--- src/rtl/uart_msg_deframer.sv ---
// uart_msg_deframer
//   Collects received UART words into one fixed-width host message and presents
//   it split into header and payload. Sits between uart_rx and the message
//   decoder.
//
//   Words arrive LSW first: word k of a message lands in
//   msg[k*DATA_WIDTH +: DATA_WIDTH]. The header is the top HEADER_WIDTH bits of
//   the message, the payload is everything below it.
//
//   Output handshake: msg_valid rises the cycle after the last word is taken
//   and stays high, with msg_header/msg_payload stable, until a cycle in which
//   msg_valid & msg_ready are both high. That cycle consumes the message.
//   msg_header/msg_payload are don't-care while msg_valid is low.
//
//   Optional feature (macro UART_MSG_DEFRAMER_CHECKSUM_EN): after the data words
//   one extra word must equal the XOR of all data words. A match presents the
//   message; a mismatch discards it and pulses csum_err_pulse. Without the
//   macro there is no checksum word and csum_err_pulse is tied low.
//
// Ports
//   clk_in          in   system clock
//   rst_in          in   synchronous reset, active high
//   in_data         in   received word
//   in_valid        in   1-cycle strobe, in_data valid
//   msg_header      out  header of the held message
//   msg_payload     out  payload of the held message
//   msg_valid       out  message held, stable until accepted
//   msg_ready       in   consumer accepts when msg_valid & msg_ready
//   overflow_pulse  out  word dropped because a message was held
//   timeout_pulse   out  partial message discarded after inter-word timeout
//   csum_err_pulse  out  checksum mismatch, message discarded
//
// MSG_WIDTH must be an integer multiple of DATA_WIDTH, and HEADER_WIDTH must be
// smaller than MSG_WIDTH.

module uart_msg_deframer #(
    parameter int DATA_WIDTH   = 8,
    parameter int MSG_WIDTH    = 64,
    parameter int HEADER_WIDTH = 8,
    parameter int TIMEOUT_CLKS = 168750
) (
    input  logic                              clk_in,
    input  logic                              rst_in,
    input  logic [DATA_WIDTH-1:0]             in_data,
    input  logic                              in_valid,
    output logic [HEADER_WIDTH-1:0]           msg_header,
    output logic [MSG_WIDTH-HEADER_WIDTH-1:0] msg_payload,
    output logic                              msg_valid,
    input  logic                              msg_ready,
    output logic                              overflow_pulse,
    output logic                              timeout_pulse,
    output logic                              csum_err_pulse
);

    localparam int WORDS = MSG_WIDTH / DATA_WIDTH;
    localparam int CW    = $clog2(WORDS + 1);
    // The timer never needs to hold more than TIMEOUT_CLKS-1.
    localparam int TW    = (TIMEOUT_CLKS > 1) ? $clog2(TIMEOUT_CLKS) : 1;

    localparam logic [CW-1:0] LAST_IDX   = CW'(WORDS - 1);
    localparam logic [TW-1:0] TIMER_LAST = TW'(TIMEOUT_CLKS - 1);

    typedef enum logic [1:0] {
        S_IDLE    = 2'd0,
        S_COLLECT = 2'd1,
        S_CHECK   = 2'd2,
        S_HOLD    = 2'd3
    } state_t;

    state_t                 state;
    logic [CW-1:0]          word_cnt;
    logic [MSG_WIDTH-1:0]   shreg;
    logic [TW-1:0]          timer;

    logic [MSG_WIDTH-1:0]   shifted;
    logic                   take_word;
    logic                   first_word;
    logic [CW-1:0]          cur_idx;
    logic                   last_word;

`ifdef UART_MSG_DEFRAMER_CHECKSUM_EN
    logic [DATA_WIDTH-1:0]  csum;
`endif

    assign msg_header  = shreg[MSG_WIDTH-1 -: HEADER_WIDTH];
    assign msg_payload = shreg[MSG_WIDTH-HEADER_WIDTH-1:0];

    // New words enter at the top and move down, so after WORDS words the
    // first one sits in the least significant slot.
    always_comb begin
        shifted = shreg >> DATA_WIDTH;
        shifted[MSG_WIDTH-1 -: DATA_WIDTH] = in_data;
    end

    // A word is taken as data when idle, while collecting, or in the very
    // cycle the held message is handed off (it then starts the next message).
    always_comb begin
        take_word  = in_valid && ((state == S_IDLE) || (state == S_COLLECT) ||
                                  ((state == S_HOLD) && msg_ready));
        first_word = (state != S_COLLECT);
        cur_idx    = first_word ? '0 : word_cnt;
        last_word  = take_word && (cur_idx == LAST_IDX);
    end

    always_ff @(posedge clk_in) begin
        if (rst_in) begin
            state          <= S_IDLE;
            word_cnt       <= '0;
            shreg          <= '0;
            timer          <= '0;
            msg_valid      <= 1'b0;
            overflow_pulse <= 1'b0;
            timeout_pulse  <= 1'b0;
`ifdef UART_MSG_DEFRAMER_CHECKSUM_EN
            csum           <= '0;
            csum_err_pulse <= 1'b0;
`endif
        end else begin
            overflow_pulse <= 1'b0;
            timeout_pulse  <= 1'b0;
`ifdef UART_MSG_DEFRAMER_CHECKSUM_EN
            csum_err_pulse <= 1'b0;
`endif
            if (take_word) begin
                // A word always beats a same-cycle timeout expiry.
                shreg <= shifted;
                timer <= '0;
`ifdef UART_MSG_DEFRAMER_CHECKSUM_EN
                csum  <= first_word ? in_data : (csum ^ in_data);
`endif
                if (last_word) begin
                    word_cnt  <= '0;
`ifdef UART_MSG_DEFRAMER_CHECKSUM_EN
                    state     <= S_CHECK;
                    msg_valid <= 1'b0;
`else
                    state     <= S_HOLD;
                    msg_valid <= 1'b1;
`endif
                end else begin
                    word_cnt  <= cur_idx + 1'b1;
                    state     <= S_COLLECT;
                    msg_valid <= 1'b0;
                end
            end else begin
                case (state)
                    S_IDLE: begin
                        timer <= '0;
                    end
                    S_COLLECT: begin
                        if (timer == TIMER_LAST) begin
                            state         <= S_IDLE;
                            word_cnt      <= '0;
                            timer         <= '0;
                            timeout_pulse <= 1'b1;
                        end else if (timer != '1) begin
                            timer <= timer + 1'b1;
                        end
                    end
`ifdef UART_MSG_DEFRAMER_CHECKSUM_EN
                    S_CHECK: begin
                        if (in_valid) begin
                            timer <= '0;
                            if (in_data == csum) begin
                                state     <= S_HOLD;
                                msg_valid <= 1'b1;
                            end else begin
                                state          <= S_IDLE;
                                csum_err_pulse <= 1'b1;
                            end
                        end else if (timer == TIMER_LAST) begin
                            state         <= S_IDLE;
                            timer         <= '0;
                            timeout_pulse <= 1'b1;
                        end else if (timer != '1) begin
                            timer <= timer + 1'b1;
                        end
                    end
`endif
                    S_HOLD: begin
                        timer <= '0;
                        if (msg_ready) begin
                            msg_valid <= 1'b0;
                            state     <= S_IDLE;
                        end else if (in_valid) begin
                            overflow_pulse <= 1'b1;
                        end
                    end
                    default: begin
                        state    <= S_IDLE;
                        word_cnt <= '0;
                        timer    <= '0;
                    end
                endcase
            end
        end
    end

`ifndef UART_MSG_DEFRAMER_CHECKSUM_EN
    assign csum_err_pulse = 1'b0;
`endif

endmodule

--- config.mk ---
export PLATFORM = sky130hd
export DESIGN_NAME = uart_msg_deframer
export DESIGN_NICKNAME = d
export VERILOG_FILES = /design/src/rtl/uart_msg_deframer.sv
export SDC_FILE = /design/constraint.sdc
export NUM_CORES = 1
export LEC_CHECK = 0
export ABC_CLOCK_PERIOD_IN_PS = 6000
export BUFFER_PORTS_ARGS = -buffer_cell sky130_fd_sc_hd__buf_2
export CAP_MARGIN = 40
export CELL_PAD_IN_SITES_DETAIL_PLACEMENT = 1
export CELL_PAD_IN_SITES_GLOBAL_PLACEMENT = 2
export CORE_ASPECT_RATIO = 1.1
export CORE_MARGIN = 4
export CORE_UTILIZATION = 33
export CTS_CLUSTER_DIAMETER = 100
export DETAILED_ROUTE_END_ITERATION = 8
export GPL_ROUTABILITY_DRIVEN = 0
export PLACE_DENSITY_LB_ADDON = 0.1
export SYNTH_ARGS = -nofsm -noshare
export SYNTH_HDL_FRONTEND = slang
export SYNTH_SLANG_ARGS = --single-unit
--- constraint.sdc ---
create_clock -name clk_in -period 6 [get_ports clk_in]
set_clock_uncertainty 0.15 [all_clocks]
set_input_delay 1.2 -clock clk_in [delete_from_list [all_inputs] [get_ports clk_in]]
set_output_delay 1.2 -clock clk_in [all_outputs]
set_load 0.02 [all_outputs]
==> impl_metrics.ini <==
[global_routing]
grt_pass1_wl_um = 15800
grt_max_degree = 75
grt_util_overall_pct = 15.8
via_count_of_the_first_global_routing_pass = 3213
grt_antenna_before_repair = 0
grt_remaining_overflow = 0

[timing]
relSlewSlack_pct = 45.9
max_slew.worst_pin.slew_ps = 812
fin_crit_ps = 2970
fin_setup_tns_ps = 0
timing_limited_maximum_frequency_mhz = 337
period_share_pct = 49.5
setup_viol = 0
report.final.hold_viol_count = 0
setup_repair_after_global_routing_missed_its_margin = false
finalMaxSlewViolations = 0

[route]
total_vias_in_the_final_route = 3228
length_of_the_first_detailed_routing_pass_in_iterations = 5
wl_per_cell_um = 14.5
viasPerCell = 4.85
post-route-drc-count = 0
postRouteWirelength_um = 9660
antenna_violating_nets_post_route = 0
drt_first_iter_violations = 168

[min_path]
whs_path_depth = 2
hold_end = shreg[7]
worstHoldPathType = register to register
hp-start = shreg[7]

[logic_synthesis]
async_flop_share_pct = 0
synth.lib_cells_used.distinct = 41
share_of_synthesized_area_occupied_by_flip_flops_and_latches_pct = 51.1
syn-mean-instance-area_um2 = 7.88
edff_count_synth = 0
ys_ff_latch = 91
ys.flop_type = sky130_fd_sc_hd__dfxtp_1
syn_inst = 453
syn_nets = 471
ys_warn_count = 0
netlist_area_um2 = 3570

[clocking]
count_of_clock_tree_sinks = 91
number_of_clock_buffers_inserted_by_tritoncts = 9
cts_tree = yes
worst_skew_pair.late_latency_ps = 340
clock_path_buffers = 2
cts-hold-fix-buffers = 0
postCtsResizedCells = 0
path_clk_slew_ps = 60
postCtsSetupRepairBufs = 0
clk_root_buffer_cell = sky130_fd_sc_hd__clkbuf_16
ctsHtreeMaxLevel = 3

[status]
run_status = finished clean

[die]
floorplan.initialDensity_pct = 34.0
dieArea_um2 = 12500
io_pins = 80
chipHeight_um = 117
fp-row-count = 39
coreArea_um2 = 10500
die_w_um = 107

[final_layout]
antenna_cells_inserted = 0
post_route_cells_drive_above_1_share_pct = 19.7
finish.utilization_pct = 41.4
final_net_count = 536
fillers = 1324
stdcell_area_um2 = 4350
layout-area-overhead-vs-synth_pct = 21.8

[setup_path]
start_kind = input pin
max_stage_delay_ps = 510
crit-reg2reg-launch = state[1]
worst-r2r-cell-count = 8
cp_top_family = simple AND/OR/NAND/NOR gates
endpoint_kind = register
worst-endpoint-arrival_ps = 3010
crit_buf_inv = 2
startpoint = msg_ready
critical-path-slowest-cell = sky130_fd_sc_hd__nand2_2
most_frequent_cell_on_the_critical_path = sky130_fd_sc_hd__nor3_1
reg2reg_setup_slack_ps = 3240
worst-path-max-fanout = 35
cp_required_ps = 6040
crit-reg2reg-capture = word_cnt[2]
timing.setup.critical_path_class = input pin to register
cp_cell_instances = buf_2 > a211o_1 > nand2_2 > buf_4 > o22ai_1 > nor3_1 > nor3_1
worstSetupPathDepth = 7

[power_and_ir_drop]
power_density_nw_per_um2 = 289
irDropWorstVdd_mv = 0.109
power_leakage_nw = 1.67

[placed_design]
port_buffers = 78
dp_hpwl_um = 6530
postPlaceCellArea_um2 = 4050

[flow_run]
max_capacitance_violation_total = 0
-- registers in the layout, indices dropped and copies added (netlist names) --
signal and flops:
msg_valid 1, timer 18, timeout_pulse 1, word_cnt 4, shreg 64, state 2, overflow_pulse 1
-- routing by layer --
metal / up-vias / wire length, µm / global-route usage [%]
met1: 1508 / 4690 / 21.0
met5: - / 0 / 0
met2: 63 / 4390 / 25.2
met4: 0 / 197 / 7.08
met3: 13 / 374 / 2.69
li1: 1644 / - / -
-- per-stage QoR --
stage | instances | worst slack, ps | total power [mW] | hold slack (ps)
floorplan | 453 | 3520 | 0.683 | 312
global placement | 650 | 2730 | 0.705 | 289
detailed placement | 650 | 2650 | 0.707 | 296
CTS | 666 | 3010 | 1.27 | 305
global route | 666 | 2820 | 1.31 | 334
finish | 666 | 3030 | 1.25 | 301
-- layout by cell type, fill, tap and decap left out, types with 2 or more instances in the layout --
cell type,instances
sky130_fd_sc_hd__clkbuf_16,9
sky130_fd_sc_hd__nand2_2,2
sky130_fd_sc_hd__dfxtp_1,91
sky130_fd_sc_hd__a31oi_1,3
sky130_fd_sc_hd__xnor2_1,3
sky130_fd_sc_hd__buf_2,78
sky130_fd_sc_hd__a211oi_1,3
sky130_fd_sc_hd__nor3_1,13
sky130_fd_sc_hd__and2_1,3
sky130_fd_sc_hd__ha_1,6
sky130_fd_sc_hd__buf_4,3
sky130_fd_sc_hd__nor3b_1,2
sky130_fd_sc_hd__clkinvlp_4,3
sky130_fd_sc_hd__nand2_1,142
sky130_fd_sc_hd__a21oi_1,75
sky130_fd_sc_hd__xor2_1,4
sky130_fd_sc_hd__and3_1,4
sky130_fd_sc_hd__nor2_1,23
sky130_fd_sc_hd__o211ai_1,2
sky130_fd_sc_hd__nand3_1,7
sky130_fd_sc_hd__nor2b_1,2
sky130_fd_sc_hd__inv_1,5
sky130_fd_sc_hd__nand4_1,7
sky130_fd_sc_hd__a21o_1,2
sky130_fd_sc_hd__or3_1,2
sky130_fd_sc_hd__o21ai_0,9
-- worst max path at each step --
stage                        endpoint
after global routing      word_cnt[2]
after detailed placement  word_cnt[2]
after floorplan             shreg[44]
after global placement    word_cnt[2]
after CTS                 word_cnt[2]
final                     word_cnt[2]
-- cells in the mapped netlist, drive strengths merged (2+ instances only) --
master | n | share of area, %
inv | 5 | 0.53
a21o | 2 | 0.42
o21ai | 9 | 1.3
clkbuf | 16 | 1.7
nor2b | 2 | 0.35
a31oi | 3 | 0.53
or4 | 2 | 0.53
xnor2 | 3 | 0.74
a21oi | 75 | 11
nand3 | 7 | 0.98
or3 | 2 | 0.35
nor3 | 14 | 2.1
nor3b | 2 | 0.42
o211ai | 2 | 0.42
a211oi | 3 | 0.63
and3 | 4 | 0.70
nand4 | 8 | 1.6
and2 | 4 | 0.70
buf | 11 | 1.5
nand2 | 144 | 15
xor2 | 4 | 0.98
nor2 | 23 | 2.4
ha | 6 | 2.1
dfxtp | 91 | 51
-- logic make-up after synthesis --
| logic type | share of synthesized area (%) |
|---|---|
| AOI/OAI and AO/OA | 14.7 |
| xor gates and xnor gates | 1.72 |
| adders and majority gates | 2.10 |
| buffers and inverters | 3.72 |
| DFF | 51.1 |
| other | 0.105 |
| and+or+nand+nor | 26.6 |
-- worst min-delay path: stages (launching register included) --
cell	delay (ps)
sky130_fd_sc_hd__dfxtp_1	310
sky130_fd_sc_hd__nand2_1	50
sky130_fd_sc_hd__a21oi_1	50
-- layout make-up --
class                   count  area [µm²]  share of cell area (%)
well taps                 143         179                    4.12
clock inverters             6        66.3                    1.53
multi-input cells         330        1620                    37.2
inverters                   5        18.8                   0.432
clock buffers              10         229                    5.27
repair buffers             81         413                    9.50
flip-flops and latches     91        1820                    41.9
-- power by group --
| part | internal, mW | total, mW | switching (mW) |
|---|---|---|---|
| Clock | 0.323 | 0.563 | 0.241 |
| Sequential | 0.612 | 0.618 | 0.00636 |
| Combinational | 0.0180 | 0.0732 | 0.0552 |
| Total | 0.953 | 1.25 | 0.302 |
Note: power is estimated with default switching activity, not from simulation.
